[src/rtl/axi_read_arbiter.sv]
// Four-requester round-robin front end for a single-outstanding AXI read controller.
// Captures the winner's request, issues it once, forwards ID-matched beats and guards idle time.
module axi_read_arbiter #(
    parameter int addr_width = 32,
    parameter int data_width = 32,
    parameter int TIMEOUT    = 1024
) (
    input  logic                      AClk,
    input  logic                      ARst,

    input  logic [3:0]                req_valid,
    input  logic [4*addr_width-1:0]   req_addr,
    input  logic [15:0]               req_len,
    input  logic [11:0]               req_size,
    input  logic [7:0]                req_burst,
    output logic [3:0]                req_ready,

    output logic [3:0]                rsp_valid,
    output logic [3:0]                rsp_last,
    output logic [3:0]                rsp_timeout,
    output logic [data_width-1:0]     rsp_data,
    output logic [1:0]                rsp_resp,

    output logic [addr_width-1:0]     araddr_d,
    output logic [3:0]                TXN_ID_R_d,
    output logic [3:0]                arlen_d,
    output logic [2:0]                arsize_d,
    output logic [1:0]                arburst_d,
    output logic [1:0]                arlock_d,
    output logic [1:0]                arcache_d,
    output logic [2:0]                arprot_d,
    output logic                      rd_trn_en,

    input  logic [data_width-1:0]     rdata_d,
    input  logic [1:0]                rresp_d,
    input  logic [3:0]                rid_d,
    input  logic                      rd_rsp_en_d,
    input  logic                      r_last_d,

    output logic                      busy,
    output logic [1:0]                owner,
    output logic                      id_err
);

    localparam logic [1:0] S_IDLE  = 2'd0;
    localparam logic [1:0] S_ISSUE = 2'd1;
    localparam logic [1:0] S_WAIT  = 2'd2;
    localparam logic [1:0] S_DONE  = 2'd3;

    localparam logic [15:0] WD_LAST = 16'(TIMEOUT - 1);

    logic [1:0]            state_q, state_d;
    logic [1:0]            rr_q, rr_d;
    logic [1:0]            owner_q, owner_d;
    logic [15:0]           wd_q, wd_d;
    logic                  id_err_q, id_err_d;

    logic [addr_width-1:0] addr_q, addr_d;
    logic [3:0]            id_q, id_d;
    logic [3:0]            len_q, len_d;
    logic [2:0]            size_q, size_d;
    logic [1:0]            burst_q, burst_d;
    logic                  trn_en_q, trn_en_d;
    logic [3:0]            ready_q, ready_d;

    logic [3:0]            rvalid_q, rvalid_d;
    logic [3:0]            rlast_q, rlast_d;
    logic [3:0]            rtimeout_q, rtimeout_d;
    logic [data_width-1:0] rdata_q, rdata_nx;
    logic [1:0]            rresp_q, rresp_nx;

    logic                  win_found;
    logic [1:0]            win_idx;
    logic [1:0]            cand;
    logic [3:0]            own_mask;

    assign own_mask = 4'b0001 << owner_q;

    // Round-robin search starting at rr_q; the first requesting index wins.
    always_comb begin
        win_found = 1'b0;
        win_idx   = rr_q;
        cand      = rr_q;
        for (int i = 0; i < 4; i++) begin
            cand = rr_q + 2'(i);
            if (!win_found && req_valid[cand]) begin
                win_found = 1'b1;
                win_idx   = cand;
            end
        end
    end

    always_comb begin
        state_d    = state_q;
        rr_d       = rr_q;
        owner_d    = owner_q;
        wd_d       = wd_q;
        id_err_d   = id_err_q;
        addr_d     = addr_q;
        id_d       = id_q;
        len_d      = len_q;
        size_d     = size_q;
        burst_d    = burst_q;
        rdata_nx   = rdata_q;
        rresp_nx   = rresp_q;
        trn_en_d   = 1'b0;
        ready_d    = 4'b0000;
        rvalid_d   = 4'b0000;
        rlast_d    = 4'b0000;
        rtimeout_d = 4'b0000;

        case (state_q)
            S_IDLE: begin
                if (win_found) begin
                    state_d  = S_ISSUE;
                    owner_d  = win_idx;
                    rr_d     = win_idx + 2'd1;
                    ready_d  = 4'b0001 << win_idx;
                    trn_en_d = 1'b1;
                    addr_d   = req_addr[int'(win_idx)*addr_width +: addr_width];
                    id_d     = {2'b00, win_idx};
                    len_d    = req_len[int'(win_idx)*4 +: 4];
                    size_d   = req_size[int'(win_idx)*3 +: 3];
                    burst_d  = req_burst[int'(win_idx)*2 +: 2];
                end
            end
            S_ISSUE: begin
                state_d = S_WAIT;
                wd_d    = 16'd0;
            end
            S_WAIT: begin
                if (rd_rsp_en_d) begin
                    wd_d = 16'd0;
                    if (rid_d == id_q) begin
                        rvalid_d = own_mask;
                        rdata_nx = rdata_d;
                        rresp_nx = rresp_d;
                        if (r_last_d) begin
                            rlast_d = own_mask;
                        end
                    end else begin
                        id_err_d = 1'b1;
                    end
                    if (r_last_d) begin
                        state_d = S_DONE;
                    end
                end else if (r_last_d) begin
                    state_d = S_DONE;
                end else if (wd_q == WD_LAST) begin
                    // A stalled controller must not lock the arbiter forever.
                    rtimeout_d = own_mask;
                    state_d    = S_DONE;
                end else begin
                    wd_d = wd_q + 16'd1;
                end
            end
            S_DONE: begin
                state_d = S_IDLE;
                addr_d  = '0;
                id_d    = 4'd0;
                len_d   = 4'd0;
                size_d  = 3'd0;
                burst_d = 2'd0;
            end
            default: state_d = S_IDLE;
        endcase
    end

    always_ff @(posedge AClk or negedge ARst) begin
        if (!ARst) begin
            state_q    <= S_IDLE;
            rr_q       <= 2'd0;
            owner_q    <= 2'd0;
            wd_q       <= 16'd0;
            id_err_q   <= 1'b0;
            addr_q     <= '0;
            id_q       <= 4'd0;
            len_q      <= 4'd0;
            size_q     <= 3'd0;
            burst_q    <= 2'd0;
            trn_en_q   <= 1'b0;
            ready_q    <= 4'd0;
            rvalid_q   <= 4'd0;
            rlast_q    <= 4'd0;
            rtimeout_q <= 4'd0;
            rdata_q    <= '0;
            rresp_q    <= 2'd0;
        end else begin
            state_q    <= state_d;
            rr_q       <= rr_d;
            owner_q    <= owner_d;
            wd_q       <= wd_d;
            id_err_q   <= id_err_d;
            addr_q     <= addr_d;
            id_q       <= id_d;
            len_q      <= len_d;
            size_q     <= size_d;
            burst_q    <= burst_d;
            trn_en_q   <= trn_en_d;
            ready_q    <= ready_d;
            rvalid_q   <= rvalid_d;
            rlast_q    <= rlast_d;
            rtimeout_q <= rtimeout_d;
            rdata_q    <= rdata_nx;
            rresp_q    <= rresp_nx;
        end
    end

    assign req_ready   = ready_q;
    assign rsp_valid   = rvalid_q;
    assign rsp_last    = rlast_q;
    assign rsp_timeout = rtimeout_q;
    assign rsp_data    = rdata_q;
    assign rsp_resp    = rresp_q;

    assign araddr_d    = addr_q;
    assign TXN_ID_R_d  = id_q;
    assign arlen_d     = len_q;
    assign arsize_d    = size_q;
    assign arburst_d   = burst_q;
    assign arlock_d    = 2'b00;
    assign arcache_d   = 2'b00;
    assign arprot_d    = 3'b000;
    assign rd_trn_en   = trn_en_q;

    assign busy        = (state_q != S_IDLE);
    assign owner       = owner_q;
    assign id_err      = id_err_q;

endmodule

[config.mk]
export PLATFORM = sky130hd
export DESIGN_NAME = axi_read_arbiter
export DESIGN_NICKNAME = d
export VERILOG_FILES = /design/src/rtl/axi_read_arbiter.sv
export SDC_FILE = /design/constraint.sdc
export NUM_CORES = 1
export LEC_CHECK = 0
export ABC_AREA = 1
export ABC_CLOCK_PERIOD_IN_PS = 2200
export BUFFER_PORTS_ARGS = -buffer_cell sky130_fd_sc_hd__buf_2
export CORE_MARGIN = 10
export CORE_UTILIZATION = 48
export CTS_CLUSTER_DIAMETER = 150
export DETAILED_ROUTE_END_ITERATION = 6
export PLACE_DENSITY = 0.81
export RECOVER_POWER = 100
export SYNTH_ARGS = -nofsm -noshare
export SYNTH_HDL_FRONTEND = slang
export SYNTH_SLANG_ARGS = --single-unit
[constraint.sdc]
create_clock -name AClk -period 2.2 [get_ports AClk]
set_clock_uncertainty 0.15 [all_clocks]
set_input_delay 0.22 -clock AClk [delete_from_list [all_inputs] [get_ports AClk]]
set_output_delay 0.22 -clock AClk [all_outputs]
set_load 0.03 [all_outputs]
==> Yosys cells after proc, flatten, opt, wreduce, memory -nomap -nowiden <==
Cells that the tools add are included.
{ "classes": {"n_shift": 6, "addsub": 5, "n_bitwise": 1, "muxes": 50, "n_reduce_logical": 16, "eq_ne": 10, "order_cmp": 4, "mul": 1} }
{ "ops": {"columns": ["op", "count"], "rows": [
  ["$shiftx A128 B8 Y32", 1],
  ["$pmux W32 S2", 1],
  ["$mux W4", 15],
  ["$mux W16", 3],
  ["$mux W32", 1],
  ["$pmux W16 S2", 1],
  ["$mux W2", 9],
  ["$add A16 B1 Y16 const B", 1],
  ["$eq A16 B10 Y1 const B", 1],
  ["$pmux W4 S2", 2],
  ["$shiftx A16 B5 Y4", 1],
  ["$lt A2 B3 Y1 const B", 4],
  ["$ne A3 B3 Y1 const B", 4],
  ["$reduce_and A3 Y1", 4],
  ["$shiftx A12 B5 Y3", 1],
  ["$mux W1", 10],
  ["$bmux W1 S2", 4],
  ["$pmux W2 S4", 1],
  ["$shiftx A8 B4 Y2", 1],
  ["$shl A1 B2 Y4 const A", 2],
  ["$pmux W3 S2", 1],
  ["$reduce_bool A2 Y1", 3],
  ["$add A2 B1 Y2 const B", 2],
  ["$add A2 B2 Y2 const B", 2],
  ["12 further kinds", 18]
]} }
{ "word_totals": {"regBits": 119, "out_inout_bits": 107, "word_cells": 110, "inputBits": 210} }

==> Longest topological paths before layout <==
Gate-level depths: netlist of the first run.
{ "depth": {"ltp_word": 16, "depth_mapped": 16, "mapped_depth_nobuf": 14} }

==> Worst setup path after synthesis of the first run <==
No wires, ideal clock.
{ "synth_timing": {"path_type": "register -> register", "startpoint": "reg id_q[1] (netlist: TXN_ID_R_d[1])", "endpoint": "reg rdata_q[0] (netlist: rsp_data[0])", "path_slack_ns": 0.213, "path_buffers": 1, "period_less_slack_ns": 1.987, "arrival_time_ns": 1.719, "t_required_ns": 1.932, "setup_time_ns": 0.118, "path_stages_with_launch": 9, "cell_sequence": "dfrtp_1 > inv_1 > a211oi_1 > nand2_1 > nor2_1 > clkinv_1 > clkbuf_1 > nand2_1 > nand2_1"} }
{ "synth_via": {"elab_chain_cells": 2} }
{ "synth_rtl": {"columns": ["element", "line_no", "source"], "rows": [
  ["from (decl)", "59", "logic [3:0] id_q, id_d;"],
  ["from (signal assigned)", "195", "id_q <= id_d;"],
  ["$eq A4 B4 Y1", "134", "if (rid_d == id_q) begin"],
  ["$reduce_and A3 Y1 (no source line)", null, null],
  ["to (signal assigned)", "204", "rdata_q <= rdata_nx;"],
  ["to (decl)", "69", "logic [data_width-1:0] rdata_q, rdata_nx;"]
]} }
Every way passes these cells.
A chain may end at the register's enable or synchronous reset.

==> Worst setup path after layout of the first run <==
{ "layout_timing": {"startpoint": "reg rr_q[0]", "endpoint": "reg addr_q[22] (netlist: araddr_d[22])"} }
{ "layout_via": {"elab_chain_cells": 15} }
{ "layout_rtl": {"columns": ["element", "line_no", "source"], "rows": [
  ["from (decl)", "53", "logic [1:0] rr_q, rr_d;"],
  ["from (signal assigned)", "190", "rr_q <= rr_d;"],
  ["parallel branches: the longest is 15 deep, another holds $add A2 B1 Y2", null, null],
  ["to (signal assigned)", "194", "addr_q <= addr_d;"],
  ["to (decl)", "58", "logic [addr_width-1:0] addr_q, addr_d;"]
]} }
Parallel ways; which one is timed is not known. The select of a mux whose other input is x is not followed.

==> flow_summary.json, run 1 <==
{
  "relSlewSlack": 0.160,
  "status": "finished, violations left",
  "seqPwrFrac": 0.167,
  "die_h_um": 141,
  "place_ws_ns": -0.0559,
  "grt_pass1_wl_mm": 45.9,
  "fin_area_mm2": 0.0112,
  "final_common_cell": "nand2_1",
  "fp.dieW_um": 141,
  "netlist_area_mm2": 0.00701,
  "core_area_mm2": 0.0144,
  "power_density_mw_per_mm2": 1780,
  "drv_slew": 0,
  "dp_cells": 1514,
  "cts-htree-levels": 4,
  "violations": "setup timing",
  "fin_hold_ws_ns": 0.0210,
  "portBuffers": 307,
  "syn2layout_area_growth_pct": 60.2,
  "power_frac_comb": 0.701,
  "period_minus_slack_ns": 2.35,
  "drt_wl_total_mm": 34.4,
  "cp.arrival_ns": 2.50,
  "start_kind": "register",
  "first_pass_iters": 6,
  "seq_area_frac_synth": 0.418,
  "fp.dieArea_mm2": 0.0198,
  "viasPerCell": 5.57,
  "min_path_type": "in2reg",
  "critPathKind": "reg2reg",
  "clock_tree.buffer_depth": 2,
  "timing.final.ws_setup_ns": -0.146,
  "yosysWarningCount": 0,
  "grtUsageTotal": 0.286,
  "grt_max_degree": 46,
  "stdcell_count": 1680,
  "synth_cell_types": 33,
  "power_frac_clock": 0.132,
  "synth_top_area_frac": 0.418,
  "leakage_uw": 0.00615,
  "crit_path_end_kind": "register",
  "cap_violations": 0,
  "cts_tree": "built",
  "route.detailed.drc": 0,
  "routed-via-count": 9355,
  "synth_seq_cells": 117,
  "cp.required_ns": 2.35,
  "switchingPower_uw": 10400,
  "yosys-top-cells-area": "dfrtp_1, nand2_1, nand3_1, inv_1, buf_4",
  "peakVddDrop_mv": 1.37,
  "first_iter_violations": 947,
  "syn_inst": 1031,
  "cp_max_fo": 8,
  "worstMarginPinSlew_ns": 1.26,
  "ant_nets": 0,
  "num_io_pins": 317,
  "synth_top_area_cell": "dfrtp_1",
  "cts_sinks": 117,
  "internal_power_uw": 9610,
  "fmax_ghz": 0.426,
  "dp_hpwl_mm": 19.3,
  "grt_pass1_vias": 8596,
  "finalSetupViolCount": 42,
  "post-route-period-util": 1.07,
  "placed_area_mm2": 0.00890,
  "insertion_delay_ns": 0.42,
  "final_cell_mix": "nand2_1, buf_2, nand3_1, dfrtp_1, inv_1",
  "nets": 1697,
  "rsz0062_at_grt": "true",
  "clock-root-buffer": "clkbuf_16",
  "clk_pin_slew_ns": 0.06,
  "start_util": 0.486,
  "p_total_uw": 20000,
  "antenna_found_initial": 3,
  "core.rowCount": 44,
  "p_sw_frac": 0.519,
  "layout-drive-gt1-share": 0.275,
  "hold_viol": 0,
  "routabilityCongestion": 0.913,
  "avgSynthCellArea_um2": 6.80,
  "cts_buffers": 17,
  "wl_per_cell_um": 20.5,
  "gr-total-overflow": 0
}
-- metal layers --
layer | wire [µm] | GRT usage | vias up | share of wire
met2 | 15800 | 0.479 | 808 | 0.46
met1 | 11400 | 0.328 | 4190 | 0.33
met3 | 4710 | 0.0823 | 238 | 0.14
li1 | - | - | 4117 | -
met5 | 13 | 0 | - | 0.00038
met4 | 2530 | 0.141 | 2 | 0.073
-- power groups by stage --
| stage | Sequential, µW | Clock, µW | Combinational [µW] |
|---|---|---|---|
| after global placement | 3260 | 0 | 9880 |
| final | 3340 | 2640 | 14000 |
| after global routing | 3390 | 2770 | 14700 |
| after detailed placement | 3270 | 0 | 10100 |
| after floorplan | 4490 | 0 | 5610 |
| after CTS | 3260 | 2650 | 10200 |
-- through the flow --
stage          setup TNS, ns  utilization
3_3_place_gp        -0.00840        0.617
2_1_floorplan              0            -
5_1_grt                -5.58        0.778
4_1_cts              -0.0100        0.720
6_report               -3.65        0.778
3_5_place_dp          -0.248        0.617
-- cell usage after synthesis --
cell type	instances
nand2_1	428
nor3_1	10
clkbuf_1	14
buf_6	2
a21boi_0	3
a31o_2	1
nor4_1	2
nand4_1	7
inv_4	2
buf_4	31
nand3b_1	2
nor2_2	2
nand2_4	1
nand2_2	9
inv_2	3
clkinv_1	3
nand4_2	1
nor2_1	25
a211oi_1	1
dfrtp_1	117
a21oi_1	17
nor2_4	3
inv_1	114
a31oi_1	1
o22ai_1	4
buf_2	15
a22oi_1	2
ha_1	5
conb_1	1
nand3_1	190
xor2_1	2
o21ai_0	12
nand4_4	1
-- state kept, by name (all words and copies together) (netlist names), 3 cells and up --
register	flops
araddr_d	32
arlen_d	4
arsize_d	3
req_ready	4
rsp_data	32
rsp_last	4
rsp_timeout	4
rsp_valid	4
wd_q	16
-- kinds of logic (layout without fill, tap and decap cells) --
| kind of cell | count (synthesis) | in the layout | synth area share |
|---|---|---|---|
| AOI/OAI and AO/OA | 41 | 41 | 0.0329 |
| xor gates and xnor gates | 2 | 2 | 0.00250 |
| adders and majority gates | 5 | 5 | 0.00893 |
| buffers and inverters | 184 | 639 | 0.121 |
| DFF | 117 | 117 | 0.418 |
| other | 1 | 11 | 0.000535 |
| and+or+nand+nor | 681 | 681 | 0.417 |
-- cell type report --
class / count / area [µm²]
repair buffers: 485 / 3440
well taps: 184 / 230
multi-input cells: 738 / 3580
clock inverters: 13 / 128
flip-flops and latches: 117 / 2930
fillers: 957 / 3200
inverters: 122 / 477
diodes: 2 / 5.00
clock buffers: 18 / 429
repair inverters: 1 / 7.51
-- path summary, 6_finish.rpt --
path	start	end	slack, ns	cells past startpoint
min in group asynchronous	ARst	araddr_d[11]	0.44	2
hold reg to reg	rsp_data[3]	rsp_data[3]	0.32	2
hold / removal	req_addr[50]	araddr_d[18]	0.02	5
setup reg to reg	rr_q[0]	araddr_d[22]	-0.15	16
max in group asynchronous	ARst	rsp_valid[3]	0.34	3
setup / recovery	rr_q[0]	araddr_d[22]	-0.15	16
-- timing repair --
item	4_1_cts	5_1_grt
gates resized for setup	3	102
hold endpoints to repair	106	0
hold buffers	92	0
pin swaps	2	28
cloned	0	21
setup endpoints to repair	22	65
buffers inserted	0	21
-- worst max-delay path: stages, from the launching register on --
cell and delay, ns:
dfrtp_2 0.45, buf_6 0.15, nand2_2 0.07, nand2_2 0.08, nand2_2 0.08, nand2_4 0.08
nor2_4 0.15, buf_6 0.12, nand2_4 0.05, nor2_4 0.15, nor2_4 0.07, inv_4 0.09
nor2_4 0.06, buf_4 0.16, clkbuf_16 0.16, nand3_1 0.09, nand2_1 0.07
Power figures use the tool's default switching activity.
==> inputs of run 2 (changes only) <==
RECOVER_POWER = default   (was 100)
SETUP_SLACK_MARGIN = 0.5   (was default)
==> flow_summary.json, run 2 (synthesis results as in run 1) <==
{
  "cp_max_fo": 8,
  "routabilityCongestion": 0.900,
  "first_iter_violations": 1046,
  "critPathKind": "reg2reg",
  "peakVddDrop_mv": 1.17,
  "cp.arrival_ns": 2.57,
  "status": "finished, violations left",
  "cts_tree": "built",
  "post-route-period-util": 1.09,
  "whs_path_depth": 5,
  "routed-via-count": 9809,
  "worstMarginPinSlew_ns": 0.619,
  "clock-root-buffer": "clkbuf_16",
  "clock_tree.buffer_depth": 2,
  "layout-drive-gt1-share": 0.460,
  "num_io_pins": 317,
  "cts_buffers": 17,
  "viasPerCell": 5.80,
  "ant_nets": 0,
  "fp.dieArea_mm2": 0.0198,
  "p_total_uw": 22500,
  "start_util": 0.486,
  "fin_area_mm2": 0.0125,
  "cts_sinks": 117,
  "final_cell_mix": "nand2_1, buf_2, nand3_1, dfrtp_1, inv_1",
  "grt_pass1_vias": 8826,
  "final_common_cell": "nand2_1",
  "cp.required_ns": 2.36,
  "min_path_type": "in2reg",
  "violations": "setup timing",
  "dp_hpwl_mm": 19.1,
  "tns_ns": -7.11,
  "grt_pass1_wl_mm": 47.0,
  "drv_slew": 0,
  "nets": 1708,
  "timing.final.ws_setup_ns": -0.209,
  "fmax_ghz": 0.415,
  "leakage_uw": 0.00689,
  "rsz0062_at_grt": "true",
  "placed_area_mm2": 0.00918,
  "fp.dieW_um": 141,
  "relSlewSlack": 0.587,
  "core.rowCount": 44,
  "core_area_mm2": 0.0144,
  "route.detailed.drc": 0,
  "first_pass_iters": 6,
  "fin_hold_ws_ns": 0.00517,
  "grtUsageTotal": 0.294,
  "grt_max_degree": 40,
  "wl_per_cell_um": 23.0,
  "drt_wl_total_mm": 38.9,
  "cap_violations": 0,
  "die_h_um": 141,
  "start_kind": "register",
  "reg2regPathDepth": 16,
  "gr-total-overflow": 0,
  "clk_pin_slew_ns": 0.06,
  "portBuffers": 307,
  "power_density_mw_per_mm2": 1800,
  "cts-htree-levels": 4,
  "hold_viol": 0,
  "period_minus_slack_ns": 2.41,
  "antenna_found_initial": 1,
  "finalSetupViolCount": 51,
  "syn2layout_area_growth_pct": 78.4,
  "insertion_delay_ns": 0.42,
  "crit_path_end_kind": "register"
}
run 2: power by group:
group / total [µW] / switching, µW / leakage (µW) / internal, µW
Sequential: 3580 / 698 / 0.00154 / 2880
Clock: 2830 / 1120 / 0.000288 / 1710
Combinational: 16100 / 9790 / 0.00506 / 6340
Total: 22500 / 11600 / 0.00689 / 10900
run 2: final cells by class:
cell class,instances,area (µm²)
multi-input combinational,741,4430
timing repair buffer,492,3790
timing repair inverter,2,18.8
sequential,117,2940
fill,724,1920
clock inverter,13,148
antenna,1,2.50
tap,184,230
clock buffer,19,443
inverter,122,505
run 2: worst paths after layout:
path / from / endpoint / slack [ns]
min in group asynchronous: ARst / arlen_d[3] / 0.23
max: rr_q[0] / arsize_d[2] / -0.21
max in group asynchronous: ARst / req_ready[3] / 1.00
max reg2reg: rr_q[0] / arsize_d[2] / -0.21
min reg2reg: id_err / id_err / 0.33
min: req_len[0] / arlen_d[0] / 0.005
run 2: critical path, cell delays in order (launching register included):
cell,delay (ns)
dfrtp_2,0.46
buf_6,0.16
nand2_2,0.08
nand2_2,0.08
buf_6,0.13
buf_6,0.11
nand2_2,0.07
nand2_4,0.06
nand3_2,0.09
inv_2,0.05
nand2_1,0.06
nand3_1,0.18
nand2_8,0.18
buf_12,0.16
nand3_1,0.12
nand3_2,0.09
nand2_1,0.07
run 2: metal layers:
metal  vias up  track usage  wire (µm)
li1       4158            -          -
met1      4497        0.314      12200
met2       892        0.514      18800
met3       262       0.0974       4670
met4         0        0.134       3310
met5         -            0          0
run 2: metrics by stage:
| stage | worst slack (ns) | instances | utilization |
|---|---|---|---|
| 3_3_place_gp | -0.221 | 1526 | 0.636 |
| 6_report | -0.209 | 1691 | 0.867 |
| 5_1_grt | -0.329 | 1691 | 0.867 |
| 4_1_cts | -0.0489 | 1643 | 0.757 |
| 2_1_floorplan | 0.282 | 1039 | - |
| 3_5_place_dp | -0.293 | 1526 | 0.636 |
run 2: timing repair:
item                                    in CTS  in global routing
gates resized for setup                     74                260
hold buffers                                70                  0
pin swaps                                   40                 71
gates cloned                                 8                 19
hold endpoints to repair                    90                  0
endpoints found under the setup margin     114                116
setup buffers                                7                 28
==> inputs of run 3 (changes only) <==
SETUP_SLACK_MARGIN = 0.05   (was 0.5)
==> flow_summary.json, run 3 (synthesis results as in run 1) <==
{
  "status": "finished, violations left",
  "violations": "setup timing",
  "first_iter_violations": 719,
  "rsz0062_at_grt": "true",
  "die_h_um": 141,
  "min_path_type": "in2reg",
  "syn2layout_area_growth_pct": 56.7,
  "cts_tree": "built",
  "cts_buffers": 17,
  "start_kind": "register",
  "crit_path_end_kind": "register",
  "fp.dieArea_mm2": 0.0198,
  "drt_wl_total_mm": 31.8,
  "num_io_pins": 317,
  "viasPerCell": 5.37,
  "core_area_mm2": 0.0144,
  "fp.dieW_um": 141,
  "core.rowCount": 44,
  "gr-total-overflow": 0,
  "whs_path_depth": 5,
  "final_cell_mix": "nand2_1, buf_2, nand3_1, dfrtp_1, inv_1",
  "portBuffers": 307,
  "power_density_mw_per_mm2": 1720,
  "stdcell_count": 1661,
  "reg2reg_from": "rr_q[0]",
  "leakage_uw": 0.00636,
  "grt_pass1_vias": 8780,
  "cp.required_ns": 2.40,
  "place_ws_ns": -0.0559,
  "critPathKind": "reg2reg",
  "timing.final.ws_setup_ns": -0.0792,
  "grt_pass1_wl_mm": 47.5,
  "rrSetupSlack_ns": -0.08,
  "fmax_ghz": 0.439,
  "ant_nets": 0,
  "cp_max_fo": 15,
  "reg2regPathDepth": 14,
  "routabilityCongestion": 0.913,
  "first_pass_iters": 5,
  "worstMarginPinSlew_ns": 0.646,
  "nets": 1677,
  "layout-drive-gt1-share": 0.317,
  "finalSetupViolCount": 34,
  "r2r_end": "arburst_d[0]",
  "cp.arrival_ns": 2.48,
  "start_util": 0.486,
  "cap_violations": 0,
  "peakVddDrop_mv": 1.16,
  "antenna_found_initial": 2,
  "min_from": "req_addr[54]",
  "final_common_cell": "nand2_1",
  "clk_pin_slew_ns": 0.06,
  "routed-via-count": 8916,
  "post-route-period-util": 1.04,
  "dp_hpwl_mm": 19.3,
  "grtUsageTotal": 0.297,
  "cts_sinks": 117,
  "hold_viol": 0,
  "cts-htree-levels": 4,
  "clock_tree.buffer_depth": 2,
  "wl_per_cell_um": 19.1,
  "p_total_uw": 18900,
  "clock-root-buffer": "clkbuf_16",
  "insertion_delay_ns": 0.42,
  "route.detailed.drc": 0,
  "dp_cells": 1514,
  "grt_max_degree": 46,
  "relSlewSlack": 0.570,
  "drv_slew": 0,
  "min_to": "araddr_d[22]",
  "period_minus_slack_ns": 2.28
}
## run 3: cell types whose count changed in the layout (fill, tap and decap cells not counted), sizes merged
cell / before / now
buf: 410 / 367
bufbuf: 1 / 0
bufinv: 2 / 1
clkbuf: 30 / 25
clkinvlp: 2 / 3
diode: 1 / 3
dlygate4sd3: 70 / 92
inv: 123 / 121
nor2: 33 / 30
## run 3: what timing repair did
item	CTS	global route
resized for setup	28	44
hold buffers	92	0
endpoints found under the setup margin	44	68
endpoints found under the hold margin	106	0
cloned	3	9
setup buffers	11	0
pin swaps	8	12
## run 3: layout make-up
| cell class | instances | area [µm²] |
|---|---|---|
| diodes | 3 | 7.51 |
| clock inverters | 13 | 128 |
| inverters | 122 | 474 |
| flip-flops and latches | 117 | 2930 |
| clock buffers | 18 | 429 |
| repair buffers | 466 | 3320 |
| multi-input cells | 738 | 3460 |
| fillers | 981 | 3440 |
| well taps | 184 | 230 |
## run 3: report_power, final
group	leakage (µW)	internal [µW]	total [µW]	switching, µW
Sequential	0.00155	2870	3300	429
Clock	0.000263	1560	2640	1080
Combinational	0.00455	4800	12900	8140
Total	0.00636	9230	18900	9650
## run 3: critical path, stage by stage (launching register included)
cell and delay, ns:
dfrtp_2 0.43, clkinv_4 0.11, nand2_1 0.10, nand2_2 0.10, nand2_1 0.12, nand2_4 0.09, nor2_4 0.13, nand4_1 0.22
buf_6 0.22, clkbuf_16 0.18, nand3_1 0.09, nand2_1 0.06, nand2_1 0.05, nand3_1 0.07, nand2_1 0.08
## run 3: through the flow
step,TNS (ns),utilization,hold WS [ns],area [µm²]
floorplan,0,-,-0.226,7040
detailed placement,-0.248,0.617,0.126,8900
global route,-6.79,0.761,0.0287,11000
finish,-1.06,0.762,0.00786,11000
CTS,0,0.739,0.000168,10700
global placement,-0.00840,0.617,0.127,8900
## run 3: metal layers
layer	vias up	global-route usage	part of all wire
li1	4079	-	-
met1	4058	0.336	0.35
met2	642	0.497	0.47
met3	135	0.0873	0.12
met4	2	0.152	0.055
met5	-	0	0.00041
## run 3: how the worst max path moves through the flow
stage	from	depth (start not counted)	slack [ns]	endpoint
floorplan	TXN_ID_R_d[1]	8	0.21	rsp_data[0]
global placement	rr_q[0]	13	-0.008	araddr_d[11]
detailed placement	rr_q[0]	13	-0.06	araddr_d[11]
CTS	rr_q[0]	14	0.04	araddr_d[11]
global route	rr_q[0]	14	-0.19	araddr_d[10]
finish	rr_q[0]	14	-0.08	arburst_d[0]
